**src/rtl/fb_reg_arbiter_if.sv**
```systemverilog
// Bus bundle between the two register-bank masters, the arbiter and the bank port.
// The slave modport is the arbiter's view. The master modport is the requester/bank side.
interface fb_reg_arbiter_if #(
    parameter int unsigned AW = 5,
    parameter int unsigned DW = 32
);
    logic          m0_req;
    logic          m0_we;
    logic [AW-1:0] m0_addr;
    logic [DW-1:0] m0_wdata;
    logic          m0_ack;
    logic          m0_err;
    logic [DW-1:0] m0_rdata;

    logic          m1_req;
    logic          m1_we;
    logic [AW-1:0] m1_addr;
    logic [DW-1:0] m1_wdata;
    logic          m1_ack;
    logic          m1_err;
    logic [DW-1:0] m1_rdata;

    logic          bk_en;
    logic          bk_we;
    logic [AW-1:0] bk_addr;
    logic [DW-1:0] bk_wdata;
    logic [DW-1:0] bk_rdata;

    logic [1:0]    gnt;

    modport slave (
        input  m0_req, m0_we, m0_addr, m0_wdata,
        input  m1_req, m1_we, m1_addr, m1_wdata,
        input  bk_rdata,
        output m0_ack, m0_err, m0_rdata,
        output m1_ack, m1_err, m1_rdata,
        output bk_en, bk_we, bk_addr, bk_wdata,
        output gnt
    );

    modport master (
        output m0_req, m0_we, m0_addr, m0_wdata,
        output m1_req, m1_we, m1_addr, m1_wdata,
        output bk_rdata,
        input  m0_ack, m0_err, m0_rdata,
        input  m1_ack, m1_err, m1_rdata,
        input  bk_en, bk_we, bk_addr, bk_wdata,
        input  gnt
    );
endinterface

```
**src/rtl/fb_reg_arbiter.sv**
```systemverilog
// Two-master round-robin arbiter serialising accesses onto the PL config register bank.
// Every transaction takes a fixed IDLE -> ACCESS -> CAPT -> RESP sequence, and all outputs are registered.
module fb_reg_arbiter #(
    parameter int unsigned AW   = 5,
    parameter int unsigned DW   = 32,
    parameter int unsigned NREG = 5
) (
    input  logic                i_clk,
    input  logic                i_rst,
    fb_reg_arbiter_if.slave     io_bus
);
    localparam int unsigned AW1 = AW + 1;

    typedef enum logic [1:0] {IDLE, ACCESS, CAPT, RESP} state_t;

    state_t        r_state, w_state_nxt;
    logic          r_last, w_last_nxt;          // 1 = M1 served last
    logic          r_owner, w_owner_nxt;        // 1 = M1 owns the bank
    logic          r_cmd_we, w_cmd_we_nxt;
    logic [AW-1:0] r_cmd_addr, w_cmd_addr_nxt;
    logic [DW-1:0] r_cmd_wdata, w_cmd_wdata_nxt;
    logic          r_err, w_err_nxt;
    logic [DW-1:0] r_resp, w_resp_nxt;
    logic [1:0]    r_gnt, w_gnt_nxt;
    logic          r_bk_en, w_bk_en_nxt;
    logic          r_bk_we, w_bk_we_nxt;
    logic [AW-1:0] r_bk_addr, w_bk_addr_nxt;
    logic [DW-1:0] r_bk_wdata, w_bk_wdata_nxt;
    logic [1:0]    r_ack, w_ack_nxt;
    logic [1:0]    r_oerr, w_oerr_nxt;
    logic [DW-1:0] r_rdata0, w_rdata0_nxt;
    logic [DW-1:0] r_rdata1, w_rdata1_nxt;

    logic          w_winner;
    logic          w_sel_we;
    logic [AW-1:0] w_sel_addr;
    logic [DW-1:0] w_sel_wdata;

    function automatic logic addr_ok(input logic [AW-1:0] a);
        return (a[1:0] == 2'b00) && ({1'b0, a} < AW1'(4 * NREG));
    endfunction

    // With both masters requesting, the one not served last wins.
    assign w_winner    = (io_bus.m0_req && io_bus.m1_req) ? ~r_last : io_bus.m1_req;
    assign w_sel_we    = w_winner ? io_bus.m1_we    : io_bus.m0_we;
    assign w_sel_addr  = w_winner ? io_bus.m1_addr  : io_bus.m0_addr;
    assign w_sel_wdata = w_winner ? io_bus.m1_wdata : io_bus.m0_wdata;

    always_ff @(posedge i_clk) begin
        if (i_rst) begin
            r_state     <= IDLE;
            r_last      <= 1'b1;
            r_owner     <= 1'b0;
            r_cmd_we    <= 1'b0;
            r_cmd_addr  <= '0;
            r_cmd_wdata <= '0;
            r_err       <= 1'b0;
            r_resp      <= '0;
            r_gnt       <= 2'b00;
            r_bk_en     <= 1'b0;
            r_bk_we     <= 1'b0;
            r_bk_addr   <= '0;
            r_bk_wdata  <= '0;
            r_ack       <= 2'b00;
            r_oerr      <= 2'b00;
            r_rdata0    <= '0;
            r_rdata1    <= '0;
        end else begin
            r_state     <= w_state_nxt;
            r_last      <= w_last_nxt;
            r_owner     <= w_owner_nxt;
            r_cmd_we    <= w_cmd_we_nxt;
            r_cmd_addr  <= w_cmd_addr_nxt;
            r_cmd_wdata <= w_cmd_wdata_nxt;
            r_err       <= w_err_nxt;
            r_resp      <= w_resp_nxt;
            r_gnt       <= w_gnt_nxt;
            r_bk_en     <= w_bk_en_nxt;
            r_bk_we     <= w_bk_we_nxt;
            r_bk_addr   <= w_bk_addr_nxt;
            r_bk_wdata  <= w_bk_wdata_nxt;
            r_ack       <= w_ack_nxt;
            r_oerr      <= w_oerr_nxt;
            r_rdata0    <= w_rdata0_nxt;
            r_rdata1    <= w_rdata1_nxt;
        end
    end

    // Output registers are loaded with the values belonging to the state being entered.
    always_comb begin
        w_state_nxt     = r_state;
        w_last_nxt      = r_last;
        w_owner_nxt     = r_owner;
        w_cmd_we_nxt    = r_cmd_we;
        w_cmd_addr_nxt  = r_cmd_addr;
        w_cmd_wdata_nxt = r_cmd_wdata;
        w_err_nxt       = r_err;
        w_resp_nxt      = r_resp;
        w_gnt_nxt       = r_gnt;
        w_bk_en_nxt     = 1'b0;
        w_bk_we_nxt     = 1'b0;
        w_bk_addr_nxt   = '0;
        w_bk_wdata_nxt  = '0;
        w_ack_nxt       = 2'b00;
        w_oerr_nxt      = 2'b00;
        w_rdata0_nxt    = '0;
        w_rdata1_nxt    = '0;

        unique case (r_state)
            IDLE: begin
                w_gnt_nxt = 2'b00;
                if (io_bus.m0_req || io_bus.m1_req) begin
                    w_owner_nxt     = w_winner;
                    w_cmd_we_nxt    = w_sel_we;
                    w_cmd_addr_nxt  = w_sel_addr;
                    w_cmd_wdata_nxt = w_sel_wdata;
                    w_gnt_nxt       = w_winner ? 2'b10 : 2'b01;
                    w_state_nxt     = ACCESS;
                    if (addr_ok(w_sel_addr)) begin
                        w_bk_en_nxt    = 1'b1;
                        w_bk_we_nxt    = w_sel_we;
                        w_bk_addr_nxt  = w_sel_addr;
                        w_bk_wdata_nxt = w_sel_wdata;
                    end
                end
            end
            ACCESS: begin
                w_err_nxt   = !addr_ok(r_cmd_addr);
                w_state_nxt = CAPT;
            end
            CAPT: begin
                w_resp_nxt            = (!r_err && !r_cmd_we) ? io_bus.bk_rdata : '0;
                w_ack_nxt[r_owner]    = 1'b1;
                w_oerr_nxt[r_owner]   = r_err;
                if (r_owner) w_rdata1_nxt = w_resp_nxt;
                else         w_rdata0_nxt = w_resp_nxt;
                w_state_nxt           = RESP;
            end
            RESP: begin
                w_last_nxt  = r_owner;
                w_gnt_nxt   = 2'b00;
                w_state_nxt = IDLE;
            end
            default: w_state_nxt = IDLE;
        endcase
    end

    assign io_bus.m0_ack   = r_ack[0];
    assign io_bus.m1_ack   = r_ack[1];
    assign io_bus.m0_err   = r_oerr[0];
    assign io_bus.m1_err   = r_oerr[1];
    assign io_bus.m0_rdata = r_rdata0;
    assign io_bus.m1_rdata = r_rdata1;
    assign io_bus.bk_en    = r_bk_en;
    assign io_bus.bk_we    = r_bk_we;
    assign io_bus.bk_addr  = r_bk_addr;
    assign io_bus.bk_wdata = r_bk_wdata;
    assign io_bus.gnt      = r_gnt;
endmodule

```
**src/flat_wrapper.sv**
```systemverilog
// flat-port wrapper written by rule: the top's interface ports become plain ports
module fb_reg_arbiter_flat 
#(
    parameter int unsigned AW   = 5,
    parameter int unsigned DW   = 32,
    parameter int unsigned NREG = 5
)
  (i_clk, i_rst, io_bus_m0_req, io_bus_m0_we, io_bus_m0_addr, io_bus_m0_wdata, io_bus_m1_req, io_bus_m1_we, io_bus_m1_addr, io_bus_m1_wdata, io_bus_bk_rdata, io_bus_m0_ack, io_bus_m0_err, io_bus_m0_rdata, io_bus_m1_ack, io_bus_m1_err, io_bus_m1_rdata, io_bus_bk_en, io_bus_bk_we, io_bus_bk_addr, io_bus_bk_wdata, io_bus_gnt);
  fb_reg_arbiter_if #(.AW(AW), .DW(DW)) io_bus_i ();
  input  logic i_clk;
  input  logic i_rst;
  input wire logic [$bits(io_bus_i.m0_req)-1:0] io_bus_m0_req;
  input wire logic [$bits(io_bus_i.m0_we)-1:0] io_bus_m0_we;
  input wire logic [$bits(io_bus_i.m0_addr)-1:0] io_bus_m0_addr;
  input wire logic [$bits(io_bus_i.m0_wdata)-1:0] io_bus_m0_wdata;
  input wire logic [$bits(io_bus_i.m1_req)-1:0] io_bus_m1_req;
  input wire logic [$bits(io_bus_i.m1_we)-1:0] io_bus_m1_we;
  input wire logic [$bits(io_bus_i.m1_addr)-1:0] io_bus_m1_addr;
  input wire logic [$bits(io_bus_i.m1_wdata)-1:0] io_bus_m1_wdata;
  input wire logic [$bits(io_bus_i.bk_rdata)-1:0] io_bus_bk_rdata;
  output wire logic [$bits(io_bus_i.m0_ack)-1:0] io_bus_m0_ack;
  output wire logic [$bits(io_bus_i.m0_err)-1:0] io_bus_m0_err;
  output wire logic [$bits(io_bus_i.m0_rdata)-1:0] io_bus_m0_rdata;
  output wire logic [$bits(io_bus_i.m1_ack)-1:0] io_bus_m1_ack;
  output wire logic [$bits(io_bus_i.m1_err)-1:0] io_bus_m1_err;
  output wire logic [$bits(io_bus_i.m1_rdata)-1:0] io_bus_m1_rdata;
  output wire logic [$bits(io_bus_i.bk_en)-1:0] io_bus_bk_en;
  output wire logic [$bits(io_bus_i.bk_we)-1:0] io_bus_bk_we;
  output wire logic [$bits(io_bus_i.bk_addr)-1:0] io_bus_bk_addr;
  output wire logic [$bits(io_bus_i.bk_wdata)-1:0] io_bus_bk_wdata;
  output wire logic [$bits(io_bus_i.gnt)-1:0] io_bus_gnt;
  assign io_bus_i.m0_req = io_bus_m0_req;
  assign io_bus_i.m0_we = io_bus_m0_we;
  assign io_bus_i.m0_addr = io_bus_m0_addr;
  assign io_bus_i.m0_wdata = io_bus_m0_wdata;
  assign io_bus_i.m1_req = io_bus_m1_req;
  assign io_bus_i.m1_we = io_bus_m1_we;
  assign io_bus_i.m1_addr = io_bus_m1_addr;
  assign io_bus_i.m1_wdata = io_bus_m1_wdata;
  assign io_bus_i.bk_rdata = io_bus_bk_rdata;
  assign io_bus_m0_ack = io_bus_i.m0_ack;
  assign io_bus_m0_err = io_bus_i.m0_err;
  assign io_bus_m0_rdata = io_bus_i.m0_rdata;
  assign io_bus_m1_ack = io_bus_i.m1_ack;
  assign io_bus_m1_err = io_bus_i.m1_err;
  assign io_bus_m1_rdata = io_bus_i.m1_rdata;
  assign io_bus_bk_en = io_bus_i.bk_en;
  assign io_bus_bk_we = io_bus_i.bk_we;
  assign io_bus_bk_addr = io_bus_i.bk_addr;
  assign io_bus_bk_wdata = io_bus_i.bk_wdata;
  assign io_bus_gnt = io_bus_i.gnt;
  fb_reg_arbiter #(.AW(AW), .DW(DW), .NREG(NREG)) u_core (.i_clk(i_clk), .i_rst(i_rst), .io_bus(io_bus_i));
endmodule
```
**config.mk**
```make
export PLATFORM = sky130hd
export DESIGN_NAME = fb_reg_arbiter_flat
export DESIGN_NICKNAME = d
export VERILOG_FILES = /design/src/rtl/fb_reg_arbiter_if.sv /design/src/rtl/fb_reg_arbiter.sv /design/src/flat_wrapper.sv
export SDC_FILE = /design/constraint.sdc
export NUM_CORES = 1
export LEC_CHECK = 0
export ABC_CLOCK_PERIOD_IN_PS = 2800
export BUFFER_PORTS_ARGS = -buffer_cell sky130_fd_sc_hd__buf_4
export CAP_MARGIN = 20
export CORE_MARGIN = 2
export CORE_UTILIZATION = 30
export DETAILED_ROUTE_END_ITERATION = 7
export PLACE_DENSITY = 0.61
export SLEW_MARGIN = 10
export SYNTH_ARGS = -nofsm -noshare
export SYNTH_HDL_FRONTEND = slang
export SYNTH_SLANG_ARGS = --single-unit
```
**constraint.sdc**
```tcl
create_clock -name i_clk -period 2.8 [get_ports i_clk]
set_clock_uncertainty 0.1 [all_clocks]
set_input_delay 0 -clock i_clk [delete_from_list [all_inputs] [get_ports i_clk]]
set_output_delay 0 -clock i_clk [all_outputs]
set_load 0.005 [all_outputs]
```
# Word level (Yosys, flattened, before mapping)
# Cells that the tools add are included.
[classes]
magnitude_cmp = 4
eq_ne = 4
mux = 13
bitwise_logic = 7
n_reduce_logical = 19
[ops]
columns = ["cell", "count"]
rows = [
  ["$mux 32", 2],
  ["$lt 5x5->1 const B", 2],
  ["$reduce_or 3->1", 3],
  ["$pmux 2 s4", 1],
  ["$logic_not 2->1", 3],
  ["$mux 2", 3],
  ["$not 1->1", 6],
  ["$logic_and 1x1->1", 5],
  ["$mux 5", 1],
  ["$eq 2x2->1 const B", 2],
  ["$mux 1", 4],
  ["$pmux 2 s2", 1],
  ["$reduce_or 4->1", 1],
  ["$logic_not 1->1", 3],
  ["$and 2x2->2", 1],
  ["$eq 2x1->1 const B", 1],
  ["$lt 1x2->1 const B", 1],
  ["$ne 2x1->1 const B", 1],
  ["$reduce_and 2->1", 1],
  ["$reduce_bool 2->1", 1],
  ["$reduce_or 2->1", 1],
  ["$demux 1 s1", 1],
  ["$ge 1x1->1 const B", 1],
  ["$logic_or 1x1->1", 1],
]
[word_totals]
reg_bits = 120
input_bits = 112
output_inout_bits = 109
word_cells = 62

# Logic depth before layout (Yosys ltp)
# Gate-level depths: netlist (run 1).
[logic_depth]
depth_word = 7
depth_mapped = 7
mapped_depth_nobuf = 5

# Least setup slack after synthesis (run 1)
# No wires, ideal clock.
[synth_timing]
path_kind = "register to register"
from = "reg u_core.r_state[0]"
to = "reg u_core.r_cmd_addr[0]"
setup_ps = 58
t_arrival_ps = 1487
slack_ps = 1155
path_stages_with_launch = 8
path_buffers = 2
synth_period_minus_slack_ps = 1645
path_cell_list = "dfxtp_1 inv_1 ha_1 nor2b_1 a32oi_1 buf_4 buf_6 o211a_1"
[synth_between]
elab_chain_cells = 2
[synth_rtl]
columns = ["item", "line", "text"]
rows = [
  ["start, declared", "fb_reg_arbiter.sv:16", "state_t r_state, w_state_nxt;"],
  ["start signal, assigned", "fb_reg_arbiter.sv:69", "r_state <= w_state_nxt;"],
  ["$logic_not 2->1", "fb_reg_arbiter.sv:109", "unique case (r_state)"],
  ["$reduce_and 2->1 (no source line)", "--", ""],
  ["end signal, assigned", "fb_reg_arbiter.sv:73", "r_cmd_addr <= w_cmd_addr_nxt;"],
  ["end, declared", "fb_reg_arbiter.sv:20", "logic [AW-1:0] r_cmd_addr, w_cmd_addr_nxt;"],
]
# Every way passes these cells.
# A chain may end at the register's enable or synchronous reset.

# Final worst setup path (run 1)
[layout_timing]
from = "reg u_core.r_state[1]"
to = "reg u_core.r_bk_wdata[11] (netlist: u_core.io_bus.bk_wdata[11])"
[layout_between]
elab_chain_cells = 3
[layout_rtl]
columns = ["item", "line", "text"]
rows = [
  ["$logic_not 2->1", "fb_reg_arbiter.sv:109", ""],
  ["$not 1->1 (no source line)", "--", ""],
  ["$reduce_or 4->1 (no source line)", "--", ""],
  ["end signal, assigned", "fb_reg_arbiter.sv:81", "r_bk_wdata <= w_bk_wdata_nxt;"],
  ["end, declared", "fb_reg_arbiter.sv:28", "logic [DW-1:0] r_bk_wdata, w_bk_wdata_nxt;"],
]
# Every way passes these cells.

==> results of run 1 <==
-- path summary, 6_finish.rpt --
kind | startpoint | endpoint | slack (ns) | cells past startpoint
worst max-delay path | u_core.r_state[1]$_SDFFE_PP0P_ | u_core.io_bus.bk_wdata[11]$_SDFF_PP0_ | 0.23 | 7
worst min-delay path | io_bus_m1_addr[0] | u_core.io_bus.bk_addr[2]$_SDFF_PP0_ | 0.1 | 4
worst max register to register | u_core.r_state[1]$_SDFFE_PP0P_ | u_core.io_bus.bk_wdata[11]$_SDFF_PP0_ | 0.23 | 7
worst min register to register | u_core.io_bus.gnt[0]$_SDFFE_PP0P_ | u_core.io_bus.gnt[0]$_SDFFE_PP0P_ | 0.38 | 2
-- cell type report --
class	count	area [um2]	share of cell area (%)
clock inverter	14	148.9	1.913
tap	180	225.2	2.893
multi-input combinational	233	1679	21.57
clock buffer	18	439.2	5.642
sequential	120	2402	30.86
timing repair buffer	341	2878	36.97
inverter	3	11.26	0.1447
-- per-stage QoR --
| step | worst slack, ns | cell area (um2) |
|---|---|---|
| 6_report | 0.2296 | 7784 |
| 5_1_grt | 0.1281 | 7784 |
| 4_1_cts | 0.2428 | 7784 |
| 3_5_place_dp | 0.8002 | 6055 |
| 3_3_place_gp | 0.7336 | 6027 |
| 2_1_floorplan | 1.155 | 4257 |
-- routing by layer --
| layer | track usage [%] | up-vias | part of all wire, % |
|---|---|---|---|
| li1 | - | 2049 | - |
| met1 | 19.52 | 1962 | 40 |
| met2 | 30.25 | 220 | 47 |
| met3 | 7.795 | 23 | 11 |
| met4 | 7.386 | 0 | 1.8 |
| met5 | 0 | - | 0 |
-- power groups by stage --
stage	Sequential, uW	Clock, uW	Combinational, uW
6_report	1920	2140	1100
2_1_floorplan	1940	0	585
3_5_place_dp	1960	0	976
5_1_grt	1940	2260	1220
3_3_place_gp	1950	0	954
4_1_cts	1920	2190	1110
-- registers in the layout, summed over array words and instances, names as in the netlist, 2 cells and up --
register                cells
u_core.r_cmd_addr           5
u_core.io_bus.m0_rdata     32
u_core.io_bus.gnt           2
u_core.r_ack                2
u_core.r_state              2
u_core.io_bus.bk_wdata     32
u_core.io_bus.bk_addr       5
u_core.io_bus.m1_rdata     32
u_core.r_oerr               2
-- cells in the mapped netlist (2+ instances only) --
library cell / count
a211oi_2: 29
a211oi_1: 5
and3_1: 65
nand2_1: 6
nand2b_1: 2
buf_2: 10
nor4_2: 2
a32oi_1: 2
and2_1: 2
mux2i_1: 6
nor2_1: 11
inv_1: 2
a21oi_1: 4
clkbuf_1: 18
nor2b_1: 2
a31oi_1: 2
ha_1: 5
buf_6: 6
o21ai_0: 6
or3_1: 2
nand3_1: 66
dfxtp_1: 120
-- critical path: cells and delay by family, from the launching register on --
family	cells	cell delay, ns
AOI/OAI and AO/OA	2	0.50
adders and majority gates	1	0.25
buffers and inverters	3	1.02
DFF	1	0.39
and+or+nand+nor	1	0.18
-- logic make-up (layout without fill, tap and decap cells) --
kind of cell | after synthesis | after routing | share of synthesized area (%)
AND/OR/NAND/NOR | 161 | 161 | 21.33
flip-flops | 120 | 120 | 56.49
AO/OA/AOI/OAI | 57 | 57 | 13.45
buffers and inverters | 39 | 376 | 4.972
multiplexers | 8 | 8 | 2.207
adder cells (fa/ha/maj) | 5 | 5 | 1.471
other | 1 | 2 | 0.08818
-- what timing repair did --
item                       CTS  global route
setup endpoints to repair    0             0
hold buffers               114             0
hold endpoints to repair   113             0
==> flow_metrics.tcl, run 1 <==
set metrics [dict create \
    synth_async_sr_flop_share_pct 0 \
    tightest_slew_ns 1.007 \
    pwr-share-seq_pct 37.2 \
    synth_seq_area_share_pct 56.49 \
    synth_ff_type "dfxtp_1" \
    fin_crit_ns 2.570 \
    powerDensity_mw_per_mm2 663.2 \
    final_core_util_pct 56.08 \
    fmax_mhz 389.0 \
    syn2layout_area_growth_pct 83.02 \
    switching_share_pct 28.39 \
    synthesis.instances 391 \
    cts_tree "done" \
    first_pass_iters 4 \
    viasPerCell 4.680 \
    fillers 1152 \
    setup_tns_ns 0 \
    start_util_pct 30.64 \
    grt_pass1_vias 4334 \
    min_path_type "primary input to flip-flop" \
    crit_path_max_incr_delay_ns 0.62 \
    setup.worst_path.class "flip-flop to flip-flop" \
    port_buffers 220 \
    hold_viol_final 0 \
    drive_above_1_share_pct 41.43 \
    ys_ff_latch 120 \
    fin_cells 909 \
    cts_max_level 4 \
    clk_path_buf_depth 2 \
    clock-sinks 120 \
    num_rows 43 \
    dieArea_mm2 0.01515 \
    layout_common_cells "buf_4, dfxtp_1, dlygate4sd3_1" \
    period_share_pct 91.80 \
    io_pins 221 \
    p_total_uw 5162 \
    fp.coreArea_mm2 0.01388 \
    p_sw_uw 1466 \
    cp-start-kind "flip-flop" \
    clkTransAtPathRegs_ns 0.06 \
    yosysWarnings 0 \
    max_cap_violations 0 \
    routedWlPerCell_um 14.87 \
    path_max_fanout 33 \
    post-dp-hpwl_um 8574 \
    route.vias.total 4254 \
    mostFrequentLayoutCell "buf_4" \
    grt_pass1_wl_um 20860 \
    gp_congestion 0.7762 \
    yosys-top-cells-area "dfxtp_1, and3_1, a211oi_2" \
    drt_iter0_drc 207 \
    whs_ns 0.09726 \
    synth_top_area_share_pct 56.49 \
    cellLeakagePower_uw 0.003699 \
    cp_slowest_cell "dlygate4sd3_1" \
    cts-resized-gates 0 \
    crit_chain "inv_1 > ha_1 > nor2b_1 > a32oi_4 > buf_12 > a211oi_2 > dlygate4sd3_1" \
    ys_types 40 \
    place_inst 763 \
    setup_viol_count_final 0 \
    synth_area_mm2 0.004253 \
    diodes 0 \
    synth_area_leader_cell "dfxtp_1" \
    clock_power_share_pct 41.4 \
    cts_buffers 17 \
    wl_um 13510 \
    die_h_um 123.1 \
    relSlewSlack_pct 32.86 \
    drc_errors 0 \
    cts_root_buf "clkbuf_16" \
    power.internal_uw 3697 \
    antenna_found_initial 0 \
    grt_overflow 0 \
    status "finished clean" \
    clk_latency_ns 0.41 \
    cp-end-kind "flip-flop" \
    comb_power_share_pct 21.4 \
    synth_edf_count 0 \
    fp.dieW_um 123.1 \
    slew_viol_final 0 \
    vdd_drop_max_mv 0.3539 \
    final_antenna_net_count 0 \
    postCtsSetupBuffers 0 \
    critPathRequiredTime_ns 2.99 \
    arrival_ns 2.76 \
    final_nets 833 \
    gr-usage-all-layers_pct 17.86 \
    rsz0062_at_grt "false" \
    grt_max_degree 65 \
    syn_avg_cell_area_um2 10.88 \
]
Power figures use the tool's default switching activity.
==> run 2: changes to the inputs <==
- BUFFER_PORTS_ARGS: -buffer_cell sky130_fd_sc_hd__buf_4 -> unset
- DONT_BUFFER_PORTS: unset -> 1
- PLACE_DENSITY: 0.61 -> 0.48
==> run 2 against run 1 <==
Compared with the run above:
- the flow now stops in clock tree synthesis (4_1_cts)
- synthesized cell count did not move
- synthesized area is the same
==> flow_metrics.tcl, run 2 <==
set metrics [dict create \
    status "did not finish" \
    stop_stage "clock tree synthesis (4_1_cts)" \
    error "[ERROR RSZ-0060] Max buffer count reached." \
    cts_max_level 4 \
    die_h_um 123.1 \
    synth_ff_type "dfxtp_1" \
    clock-sinks 120 \
    ys_ff_latch 120 \
    synth_area_mm2 0.004253 \
    postCtsSetupBuffers 0 \
    start_util_pct 30.64 \
    synthesis.instances 391 \
    synth_seq_area_share_pct 56.49 \
    port_buffers 0 \
    ys_types 40 \
    placed_area_mm2 0.004390 \
    fp.dieW_um 123.1 \
    io_pins 221 \
    clk_path_buf_depth 2 \
    cts-resized-gates 0 \
    post-dp-hpwl_um 7191 \
    num_rows 43 \
    synth_edf_count 0 \
    synth_top_area_share_pct 56.49 \
    gp_congestion 0.7278 \
    yosysMostFrequentCell "dfxtp_1" \
    synth_common_cells "dfxtp_1, nand3_1, and3_1" \
    yosysWarnings 0 \
    cts_hold_buf 116 \
    cts_root_buf "clkbuf_16" \
    yosys-top-cells-area "dfxtp_1, and3_1, a211oi_2" \
    synth_area_leader_cell "dfxtp_1" \
    syn_avg_cell_area_um2 10.88 \
    synth_async_sr_flop_share_pct 0 \
    place_inst 544 \
    cts_buffers 17 \
]
## run 2: cell counts after synthesis
Identical to the previous run, type by type.
## run 2: kinds of logic after synthesis
kind of cell | after synthesis | share of synthesized area, %
other cells | 1 | 0.08818
mux | 8 | 2.207
compound gates | 57 | 13.45
buf+inv | 39 | 4.972
fa+ha+maj | 5 | 1.471
simple gates | 161 | 21.33
flops | 120 | 56.49
## run 2: per-stage QoR
| stage | utilization [%] | setup WS [ns] |
|---|---|---|
| after floorplan | - | 1.155 |
| after global placement | 31.63 | 0.8793 |
| after detailed placement | 31.63 | 0.7799 |
==> run 3: changes to the inputs <==
- CORE_UTILIZATION: 30 -> 20
- PLACE_DENSITY: 0.48 -> unset
- PLACE_DENSITY_LB_ADDON: unset -> 0.15
==> run 3 against run 2 <==
Compared with the run above:
- the flow now finishes without violations
==> flow_metrics.tcl, run 3 (synthesized netlist as in run 1, its figures left out) <==
set metrics [dict create \
    r2r_slack_ns 0.17 \
    switching_share_pct 28.69 \
    port_buffers 0 \
    critPathRequiredTime_ns 3.04 \
    gp_congestion 0.7210 \
    grt_overflow 0 \
    postCtsSetupBuffers 0 \
    clk_latency_ns 0.41 \
    drive_above_1_share_pct 15.89 \
    dieArea_mm2 0.02245 \
    slew_viol_final 0 \
    final_antenna_net_count 0 \
    final_nets 620 \
    start_util_pct 20.29 \
    setup.worst_path.class "flip-flop to flip-flop" \
    fin_crit_ns 2.629 \
    fillers 2170 \
    die_h_um 149.8 \
    grt_pass1_wl_um 19660 \
    cts_buffers 17 \
    cp-end-kind "flip-flop" \
    path_max_fanout 30 \
    first_pass_iters 4 \
    diodes 0 \
    pwr-share-seq_pct 38.5 \
    relSlewSlack_pct 30.40 \
    antenna_found_initial 0 \
    drc_errors 0 \
    fp.coreArea_mm2 0.02096 \
    io_pins 221 \
    route.vias.total 3516 \
    min_path_type "primary input to flip-flop" \
    drt_iter0_drc 83 \
    rsz0062_at_grt "false" \
    grt_pass1_vias 3628 \
    hold_viol_final 0 \
    clock-sinks 120 \
    clk_path_buf_depth 2 \
    setup_tns_ns 0 \
    cts_tree "done" \
    num_rows 53 \
    powerDensity_mw_per_mm2 802.0 \
    layout_common_cells "dfxtp_1, dlygate4sd3_1, nand3_1" \
    gr-usage-all-layers_pct 11.28 \
    cp-start-kind "flip-flop" \
    fmax_mhz 380.4 \
    routedWlPerCell_um 16.74 \
    clkTransAtPathRegs_ns 0.06 \
    wl_um 13250 \
    viasPerCell 4.445 \
    cts_max_level 4 \
    period_share_pct 93.88 \
    cellLeakagePower_uw 0.002601 \
    power.internal_uw 3607 \
    arrival_ns 2.87 \
    fin_cells 791 \
    place_inst 640 \
    grt_max_degree 48 \
    clock_power_share_pct 43.4 \
    vdd_drop_max_mv 0.3270 \
    cts_root_buf "clkbuf_16" \
    mostFrequentLayoutCell "dfxtp_1" \
    syn2layout_area_growth_pct 48.28 \
    fp.dieW_um 149.8 \
    setup_viol_count_final 0 \
    max_cap_violations 0 \
    tightest_slew_ns 1.044 \
    p_sw_uw 1451 \
    post-dp-hpwl_um 8201 \
    status "finished clean" \
    comb_power_share_pct 18.2 \
]
-- run 3: final timing paths --
check                                           to                               from  depth (start not counted)
min reg2reg      u_core.r_cmd_addr[0]$_SDFFE_PP0P_  u_core.r_cmd_addr[0]$_SDFFE_PP0P_                          1
max reg2reg  u_core.io_bus.bk_wdata[25]$_SDFF_PP0_         u_core.r_last$_SDFFE_PP1N_                          5
max          u_core.io_bus.bk_wdata[25]$_SDFF_PP0_         u_core.r_last$_SDFFE_PP1N_                          5
min          u_core.io_bus.bk_wdata[27]$_SDFF_PP0_                  io_bus_m0_addr[4]                          4
-- run 3: repair_timing --
action,in CTS,in global routing
endpoints found under the setup margin,0,0
resized for setup,0,0
hold buffers,118,0
endpoints found under the hold margin,115,0
-- run 3: layer usage --
layer  global-route usage [%]  vias to the layer above  wire, um
met4                    4.292                        0       131
met1                    13.05                     1673      5426
li1                         -                     1630         -
met5                        0                        -         0
met3                    4.939                        8      1543
met2                    18.38                      205      6143
-- run 3: cell type report --
cell class                      count  area [um2]  share of cell area (%)
Clock buffer                       23       478.0                   7.579
Clock inverter                      9       115.1                   1.825
Inverter                            3       11.26                  0.1786
Multi-Input combinational cell    233        1679                   26.63
Sequential cell                   120        2402                   38.10
Tap cell                          275       344.1                   5.456
Timing Repair Buffer              128        1276                   20.24
-- run 3: power by group through the flow --
stage	logic (uW)	registers [uW]	clock network [uW]
global placement	751	1980	0
floorplan	585	1940	0
CTS	922	1950	2270
finish	919	1940	2190
detailed placement	765	1980	0
global route	1020	1960	2330
-- run 3: critical path: stages (launching register included) --
cell           delay (ns)
dfxtp_1              0.41
a21bo_1              0.83
buf_4                0.32
nand3_1              0.11
a211oi_2             0.19
dlygate4sd3_1        0.58
-- run 3: stage by stage --
stage          power [uW]  hold WS, ns  cell area, um2  setup slack, ns  util (%)
6_report             5057      0.05218            6306           0.1715     30.09
5_1_grt              5312      0.04000            6306         0.002552     30.09
4_1_cts              5138      0.01457            6291           0.2125     30.02
3_5_place_dp         2750     -0.02312            4517           0.7583     21.55
3_3_place_gp         2734     -0.02773            4517           0.8044     21.55
2_1_floorplan        2527      0.04284            4257            1.155         -
